===== config.mk =====
export PLATFORM = sky130hd
export DESIGN_NAME = genie_rr_merge_arb
export DESIGN_NICKNAME = d
export VERILOG_FILES = /design/src/rtl/genie_rr_merge_arb.sv
export SDC_FILE = /design/constraint.sdc
export NUM_CORES = 1
export LEC_CHECK = 0
export CAP_MARGIN = 25
export CORE_UTILIZATION = 47
export CTS_CLUSTER_SIZE = 24
export DETAILED_ROUTE_END_ITERATION = 8
export GPL_TIMING_DRIVEN = 0
export MAX_ROUTING_LAYER = met4
export PLACE_DENSITY = 0.85
export SYNTH_ARGS = -nofsm -noshare
export SYNTH_HDL_FRONTEND = slang
export SYNTH_SLANG_ARGS = --single-unit

===== constraint.sdc =====
create_clock -name clk -period 5.9 [get_ports clk]
set_input_delay 1.77 -clock clk [delete_from_list [all_inputs] [get_ports clk]]
set_output_delay 1.77 -clock clk [all_outputs]
set_load 0.01 [all_outputs]

===== src/rtl/genie_rr_merge_arb.sv =====
// Round-robin merge arbiter with packet lock; steers genie_mux through a binary select.
// Grant, select, valid/eop and ready are combinational (zero-latency arbitration).
//
// state   | meaning
// --------+-----------------------------------------------------------
// ST_IDLE | no packet in flight; arbitrate from r_ptr+1 each cycle
// ST_LOCK | packet in flight from r_lk; grant held until eop transfers
module genie_rr_merge_arb #(
    parameter int NI = 4,
    parameter int WS = 2
) (
    input  logic          clk,
    input  logic          reset_n,
    input  logic [NI-1:0] i_valid,
    input  logic [NI-1:0] i_eop,
    output logic [NI-1:0] i_ready,
    output logic          o_valid,
    output logic          o_eop,
    input  logic          o_ready,
    output logic [WS-1:0] sel,
    output logic [NI-1:0] grant
);

    typedef enum logic {ST_IDLE, ST_LOCK} state_t;

    state_t        r_st;
    logic [WS-1:0] r_ptr;
    logic [WS-1:0] r_lk;

    logic          w_found;
    logic [WS-1:0] w_win;
    logic [WS-1:0] w_cur;
    logic          w_act;
    logic          w_vld;
    logic          w_eop;
    logic          w_xfer;

    // Wrap by compare-and-subtract so non-power-of-two NI never yields an index >= NI.
    always_comb begin : rr_search
        int idx;
        idx     = 0;
        w_found = 1'b0;
        w_win   = r_ptr;
        for (int k = 1; k <= NI; k++) begin
            idx = int'(r_ptr) + k;
            if (idx >= NI) begin
                idx = idx - NI;
            end
            if (!w_found && i_valid[WS'(idx)]) begin
                w_found = 1'b1;
                w_win   = WS'(idx);
            end
        end
    end

    always_comb begin
        w_act  = (r_st == ST_LOCK) || w_found;
        w_cur  = (r_st == ST_LOCK) ? r_lk : w_win;
        w_vld  = (r_st == ST_LOCK) ? i_valid[r_lk] : w_found;
        w_eop  = w_act && i_eop[w_cur];
        w_xfer = w_vld && o_ready;
    end

    // Outputs are gated by reset_n so they drop to zero the moment reset asserts.
    always_comb begin
        grant   = '0;
        i_ready = '0;
        sel     = '0;
        o_valid = 1'b0;
        o_eop   = 1'b0;
        if (reset_n) begin
            sel     = w_cur;
            o_valid = w_vld;
            o_eop   = w_eop;
            if (w_act) begin
                grant   = NI'(1) << w_cur;
                i_ready = o_ready ? (NI'(1) << w_cur) : '0;
            end
        end
    end

    always_ff @(posedge clk or negedge reset_n) begin
        if (!reset_n) begin
            r_st  <= ST_IDLE;
            r_ptr <= WS'(NI - 1);
            r_lk  <= '0;
        end else begin
            unique case (r_st)
                ST_IDLE: begin
                    if (w_xfer) begin
                        if (w_eop) begin
                            r_ptr <= w_win;
                        end else begin
                            r_lk <= w_win;
                            r_st <= ST_LOCK;
                        end
                    end
                end
                ST_LOCK: begin
                    if (w_xfer && w_eop) begin
                        r_ptr <= r_lk;
                        r_st  <= ST_IDLE;
                    end
                end
                default: r_st <= ST_IDLE;
            endcase
        end
    end

endmodule

==> After elaboration in Yosys (flattened, before gate mapping) <==
Index checks and enable logic that the tools add are counted.
{ "op_classes": {"n_addsub": 8, "magnitude_cmp": 10, "eq_ne": 3, "shift": 1, "mux": 46, "bitwise": 2, "reduce_logical": 12} }
{ "ops": {"columns": ["cell", "n"], "rows": [
  ["2-bit two-way mux", 13],
  ["1-bit two-way mux", 20],
  ["4-bit two-way mux", 5],
  ["2-bit by 4-bit less-than comparator with 1-bit output (second input constant)", 4],
  ["1-bit binary-select mux with 2-bit select", 6],
  ["3-bit >= comparator (second input constant)", 3],
  ["2-bit by 1-bit subtractor with 2-bit output (second input constant)", 4],
  ["2-bit by 2-bit adder with 3-bit output (second input constant)", 2],
  ["1-bit logical AND", 6],
  ["2-bit by 3-bit less-than comparator with 1-bit output (second input constant)", 2],
  ["3-bit AND reduction", 2],
  ["2-bit by 3-bit adder with 4-bit output (second input constant)", 1],
  ["4-bit by 3-bit >= comparator with 1-bit output (second input constant)", 1],
  ["2-bit != test (second input constant)", 2],
  ["2-bit case mux with 2 select lines", 1],
  ["1-bit by 2-bit left shift with 4-bit output (first input constant)", 1],
  ["2-bit by 1-bit adder with 3-bit output (second input constant)", 1],
  ["1-bit logical NOT", 3],
  ["2-bit by 1-bit != test with 1-bit output (second input constant)", 1],
  ["1-bit NOT", 2],
  ["1-bit case mux with 2 select lines", 1],
  ["1-bit logical OR", 1]
]} }
{ "totals": {"regBits": 5, "input_bits": 11, "output_inout_bits": 12, "elab_cells": 85} }

==> Depth between registers and ports, before layout <==
{ "depth": {"depth_word": 23, "mapped_depth": 7} }

==> Worst setup path after synthesis <==
Ideal clock, no wire load.
{ "synth_timing": {"kind": "in2out", "startpoint": "in i_valid[2]", "endpoint": "out o_eop", "t_arrival_ns": 3.098, "required_time_ns": 4.130, "path_slack_ns": 1.032, "cell_stages": 6, "path_buffers": 0, "path_cell_list": "nand2b_1 a21o_1 a41oi_4 mux2_4 nor2_1 a2111oi_2"} }
{ "synth_between": {"elab_chain_cells": 18} }
{ "synth_rtl": {"columns": ["element", "line_no", "source"], "rows": [
  ["from (decl)", "14", "input logic [NI-1:0] i_valid,"],
  ["1-bit binary-select mux with 2-bit select", "49", "if (!w_found && i_valid[WS'(idx)]) begin"],
  ["1-bit two-way mux (implied by the code) (2 in a row)", "49", null],
  ["1-bit two-way mux", "49", null],
  ["1-bit logical NOT", "49", null],
  ["1-bit logical AND", "49", null],
  ["1-bit two-way mux", "49", null],
  ["1-bit logical NOT", "49", null],
  ["1-bit logical AND", "49", null],
  ["1-bit two-way mux", "49", null],
  ["1-bit logical NOT", "49", null],
  ["1-bit logical AND", "49", null],
  ["2-bit two-way mux", "49", null],
  ["2-bit two-way mux", "58", "w_cur = (r_st == ST_LOCK) ? r_lk : w_win;"],
  ["1-bit binary-select mux with 2-bit select", "60", "w_eop = w_act && i_eop[w_cur];"],
  ["1-bit two-way mux (implied by the code)", "60", null],
  ["1-bit logical AND (*)", "60", null],
  ["1-bit two-way mux (*)", "71", "if (reset_n) begin"],
  ["to (decl)", "18", "output logic o_eop,"]
]} }
Every way passes the cells marked *; elsewhere a longest branch is shown, timed or not. The select of a mux whose other input is x is not followed.

==> Worst setup path in the final report <==
{ "layout_timing": {"startpoint": "in i_valid[1]", "endpoint": "out o_eop"} }
The elaborated chain is that of the path after synthesis.

==> flow_summary_export.csv <==
group,metric,value,unit
routing,drt_iter0_drc,16,
cells_and_area,fin_cells,118,
cells_and_area,final_nets,115,
place,dpl_worst_slack,-0.176,ns
clock_network,cts_max_path_buffers,2,
job,drv_cap,0,
timing,tns,0,ns
synthesis,netlist_area,671,µm²
grt,first_global_vias,637,
timing,setup_viol,0,
cells_and_area,mostFrequentLayoutCell,"clkdlybuf4s50_1",
clock_network,htree_levels,1,
floorplan,ios,23,
synthesis,ys_seq_area_share,19.0,%
timing,finalClockSkew,0.00169,ns
synthesis,yosysWarnings,0,
critical_path,r2r_cells,6,
timing,min_period,5.78,ns
place,dp.cells,113,
grt,antenna_found_initial,0,
min_path,min_from,"r_ptr[1]",
cells_and_area,final_area,942,µm²
place,hpwl,1400,µm
floorplan,initial_core_util,50.9,%
floorplan,die_area,1580,µm²
place,gp_congestion,0.878,
critical_path,crit_fanout,6,
synthesis,synth-edff-count,0,
pwr,p_total,482,µW
grt,grt_pass1_wl,2970,µm
timing,final-max-slew-violation-count,0,
pwr,p_leak,0.353,nW
cells_and_area,most-common-layout-cells,"clkdlybuf4s50_1, nor2_1, nand2_1",
pwr,power-per-cell-area,512,nW/µm²
critical_path,r2r_start,"r_ptr[1]",
critical_path,cp.required,4.13,ns
min_path,hp-class,"reg -> reg",
critical_path,worst-endpoint-arrival,4.01,ns
synthesis,synthArstFlopShare,100,%
grt,grt_util_all_layers,30.4,%
place,io_buffers,22,
synthesis,syn_area_per_cell,8.82,µm²
routing,firstDrtPassIters,4,
place,placed_area,910,µm²
min_path,min_to,"r_ptr[1]",
synthesis,syn-num-nets,87,
synthesis,ys_types,40,
floorplan,rows,13,
critical_path,criticalPathCategory,"in -> out",
clock_network,clock_sinks,5,
routing,drtAntennaViolNets,0,
critical_path,end_kind,"output port",
floorplan,die_w,39.8,µm
min_path,min_path_cells,2,
grt,grt.overflow.total,0,
routing,drc,0,
clock_network,cts_inserted_buffers,3,
timing,final_hold_viol_count,0,
cells_and_area,drive_above_1_share,21.4,%
clock_network,clock_latency,0.24,ns
timing,worst_pin_slew,0.436,ns
routing,dr_total_vias,704,
floorplan,die_h,39.8,µm
critical_path,start_kind,"primary input",
synthesis,syn_inst,76,
timing,grt_setup_unrepaired,"false",
floorplan,core_area,1320,µm²
timing,finalWorstSetupSlack,0.118,ns
clock_network,clkTransAtPathRegs,0.05,ns
timing,fmax,173,MHz
critical_path,r2r_end,"r_ptr[0]",
routing,detail_route.wl_per_cell,15.8,µm
synthesis,ys_seq_elements,5,
critical_path,reg2reg_setup_slack,3.68,ns
timing,post-route-period-util,98.0,%
run_status,outcome,"completed",
clock_network,cts_root_buffer,"clkbuf_4",
routing,drt-total-wl,1860,µm
cells_and_area,antenna_cells,0,
grt,grt_max_degree,11,
clock_network,cts_tree,"done",
timing,relSlewSlack,70.7,%
routing,vias_per_cell,5.97,
synthesis,synth_flop_cell,"dfrtp_1",
cells_and_area,area_delta_synth_final,40.5,%
pwr,vdd_drop_max,0.285,mV
[power breakdown]
group	total (mW)	switching [mW]	internal (mW)
logic	0.365	0.187	0.178
registers	0.0766	0.0197	0.0569
clock network	0.0402	0.0146	0.0256
[how the worst max path moves through the flow]
stage / start / endpoint / slack (ns) / cells past startpoint
after floorplan: i_valid[2] / o_eop / 1.03 / 6
after global placement: i_valid[1] / o_eop / -0.10 / 8
after detailed placement: i_valid[0] / o_eop / -0.18 / 7
after CTS: i_valid[1] / o_eop / 0.11 / 8
after global routing: i_valid[1] / o_eop / 0.01 / 8
final: i_valid[1] / o_eop / 0.12 / 8
[worst max-delay path, cell delays in order]
cell             delay (ns)
clkdlybuf4s50_1        0.56
nor2b_1                0.24
nand2b_1               0.14
a41oi_4                0.33
mux2_4                 0.24
nor2_1                 0.05
a2111oi_2              0.36
dlygate4sd2_1          0.32
[layout make-up]
cell class              instances  area (µm²)
well taps                      15        18.8
flip-flops and latches          5         128
repair buffers                 23         226
plain buffers                   1        5.00
fillers                       101         375
clock buffers                   4        26.3
multi-input cells              68         531
inverters                       2        7.51
[repair_timing]
item	CTS	global route
setup endpoints to repair	1	1
gates cloned	0	0
hold buffers	0	0
gates resized for setup	2	1
hold endpoints to repair	0	0
buffers inserted	1	0
pin swaps	1	0
[through the flow]
stage               hold slack (ns)  util (%)
CTS                           0.544      71.5
global route                  0.575      71.5
detailed placement            0.539      69.0
floorplan                     0.503         -
finish                        0.542      71.5
global placement              0.521      69.0
[cell families (layout without fill, tap and decap cells)]
kind of cell           Yosys count  after routing  share of synthesized area, %
AO/OA/AOI/OAI                   24             24                          37.9
buffers and inverters            3             30                          1.87
multiplexers                     6              6                          12.7
flip-flops                       5              5                          19.0
AND/OR/NAND/NOR                 38             38                          28.5
[layer usage]
metal	GRT usage, %	vias up	part of all wire, %
met5	-	-	0
met4	12.9	0	0.91
met3	7.39	4	3.9
met2	52.0	27	52
met1	33.0	332	43
li1	-	341	-
[cell usage after synthesis, drive strengths merged, types with 2 or more instances]
cell type  number  area (µm²)
a21boi          2        18.8
nand2           6        22.5
nand2b          3        18.8
dfrtp           3        75.1
o21ai           7        50.1
nand3           2        10.0
nor2b           3        18.8
mux2            4        52.6
dfstp           2        52.6
nor3            2        10.0
inv             2        7.51
nor2           16        62.6
a2bb2oi         2        17.5
and2            2        12.5
Note: power is estimated with default switching activity, not from simulation.
==> edit, RTL diff (same flow settings) <==
Make the reset (`reset_n`) synchronous in one clocked block.
--- a/src/rtl/genie_rr_merge_arb.sv
+++ b/src/rtl/genie_rr_merge_arb.sv
@@ -81,3 +81,3 @@
 
-    always_ff @(posedge clk or negedge reset_n) begin
+    always_ff @(posedge clk) begin
         if (!reset_n) begin
Behaviour: no difference found for any inputs over 10 cycles, from zero or initial values and one cycle with reset_n low; that may be too few to reach the edited logic, so the function may still have changed.
==> edit against the unedited design <==
- clock power up 8.7%
- critical path depth down 1
- first-iteration DRC count up 6.3%
- routed wire length down 13%
- via count down 6.8%
- total power down 29%
- combinational power down 33%
- setup slack better by 0.075 ns
- largest power group unchanged
- highest routed layer unchanged
- fmax up 1.3%
- sequential power down 26%
- synthesized area down 12%
- sequential cell count unchanged
- utilization up 2.9 points
- design area down 9.8%
==> edit: results (changes against the unedited design) <==
GR Util met3 10.71% (+3.3 points); Fill cells 98 (-3.0%); synth warn 0 (unchanged); clock network fraction of design power 12.7% (+4.4 points); post-DP HPWL 1.281 mm (-8.7%); Fin Clk Skew 0.004206 ns (+0.002518 ns); dpl ws -0.09609 ns (+0.07966 ns); top cells by area, synth dfxtp_1 17%, nor2_1 11%, nand2_1 7.6%; grt met1 use 30.29% (-2.7 points); drt initial violations 17 (+1); final setup vio count 0 (unchanged); post-synthesis sequential area ratio 16.99% (-2.0 points); syn nets 89 (+2.3%); Num CTS Buffers 3 (unchanged); outcome finished, final reports clean; Synth Area in Compound Gates 33.55% (-4.3 points); Area after DPL 817.0 um2 (-10%); fraction of layout cells with a size suffix above 1 15.53% (-5.8 points); Slew @ Worst Pin 0.4227 ns (-0.01281 ns); number of global-route vias before repair 556 (-13%); highest ir drop seen on vdd 0.2702 mV (-5.1%); Port Buffers 21 (-4.5%); first-pass GRT wire length 2.504 mm (-16%); Worst EP arrival 3.94 ns (-0.07 ns); ant diodes 0 (unchanged); switching power 153.2 uW (-31%); Comb pwr share 70.7% (-5.1 points); Routed WL 1.624 mm (-13%); met2 Use GR 46.05% (-6.0 points); final RePlAce weighted congestion 0.8759 (-0.26%); largest net degree at the start of global routing 11 (unchanged); Overall Global Routing Usage 27.11% (-3.2 points); asr flop ratio synth 0% (-100 points); drt via density 5.607 (-6.0%); fin nets 115 (unchanged); CP max FO 6 (unchanged); ys flop type dfxtp_1; mux share of post-synthesis cell area 13.59% (+0.90 points); Pleak 0.0003300 uW (-6.4%); unique cell type count in the Yosys netlist 31 (-23%); clk_lat worst skew 0.26 ns (+0.02 ns); most frequent cells after synthesis 18 x nor2_1, 12 x nand2_1, 5 x dfxtp_1, 5 x nand2b_1
edit: cell count changes in the layout (fill, tap and decap cells not counted), sizes merged, moves of 3 or more:
cell,change
a211oi,+3
a21oi,+3
dfrtp,-3
dfxtp,+5
mux2,-3
nand2,+6
o21ai,-5
edit: worst max-delay path, delay by kind of cell:
| kind | cells | cell delay [ns] |
|---|---|---|
| AOI/OAI and AO/OA | 2 | 0.68 |
| buffers and inverters | 2 | 1.02 |
| and+or+nand+nor | 3 | 0.47 |
edit: routing by layer:
layer / up-vias / wire length [um]
li1: 329 / -
met1: 307 / 711
met2: 18 / 819
met3: 2 / 87
met4: 0 / 6
met5: - / 0
edit: worst paths after layout:
| kind | from | end | slack, ns | depth (start not counted) |
|---|---|---|---|---|
| setup reg to reg | r_lk[0] | r_ptr[0] | 3.97 | 5 |
| hold / removal | r_lk[1] | r_lk[1] | 0.49 | 2 |
| setup / recovery | i_valid[3] | i_ready[0] | 0.19 | 7 |
| hold reg to reg | r_lk[1] | r_lk[1] | 0.49 | 2 |
edit: layout make-up:
cell class / count / area, um2 / area share [%]
timing repair buffer: 21 / 209.0 / 24.59
multi-input combinational: 69 / 479.2 / 56.41
tap: 14 / 17.52 / 2.062
buffer: 2 / 10.01 / 1.178
inverter: 2 / 7.507 / 0.8837
clock buffer: 4 / 26.28 / 3.093
sequential: 5 / 100.1 / 11.78
edit: per-stage QoR:
stage          setup TNS, ns  std cells  total power [uW]
2_1_floorplan              0         78             222.7
3_5_place_dp        -0.09609        113             297.8
5_1_grt                    0        117             364.9
3_3_place_gp        -0.06797        113             292.3
4_1_cts                    0        117             341.6
6_report                   0        117             343.2
edit: timing repair:
action / CTS / global route
endpoints found under the setup margin: 1 / 2
resized for setup: 2 / 1
buffers inserted: 0 / 0
pin swaps: 0 / 0
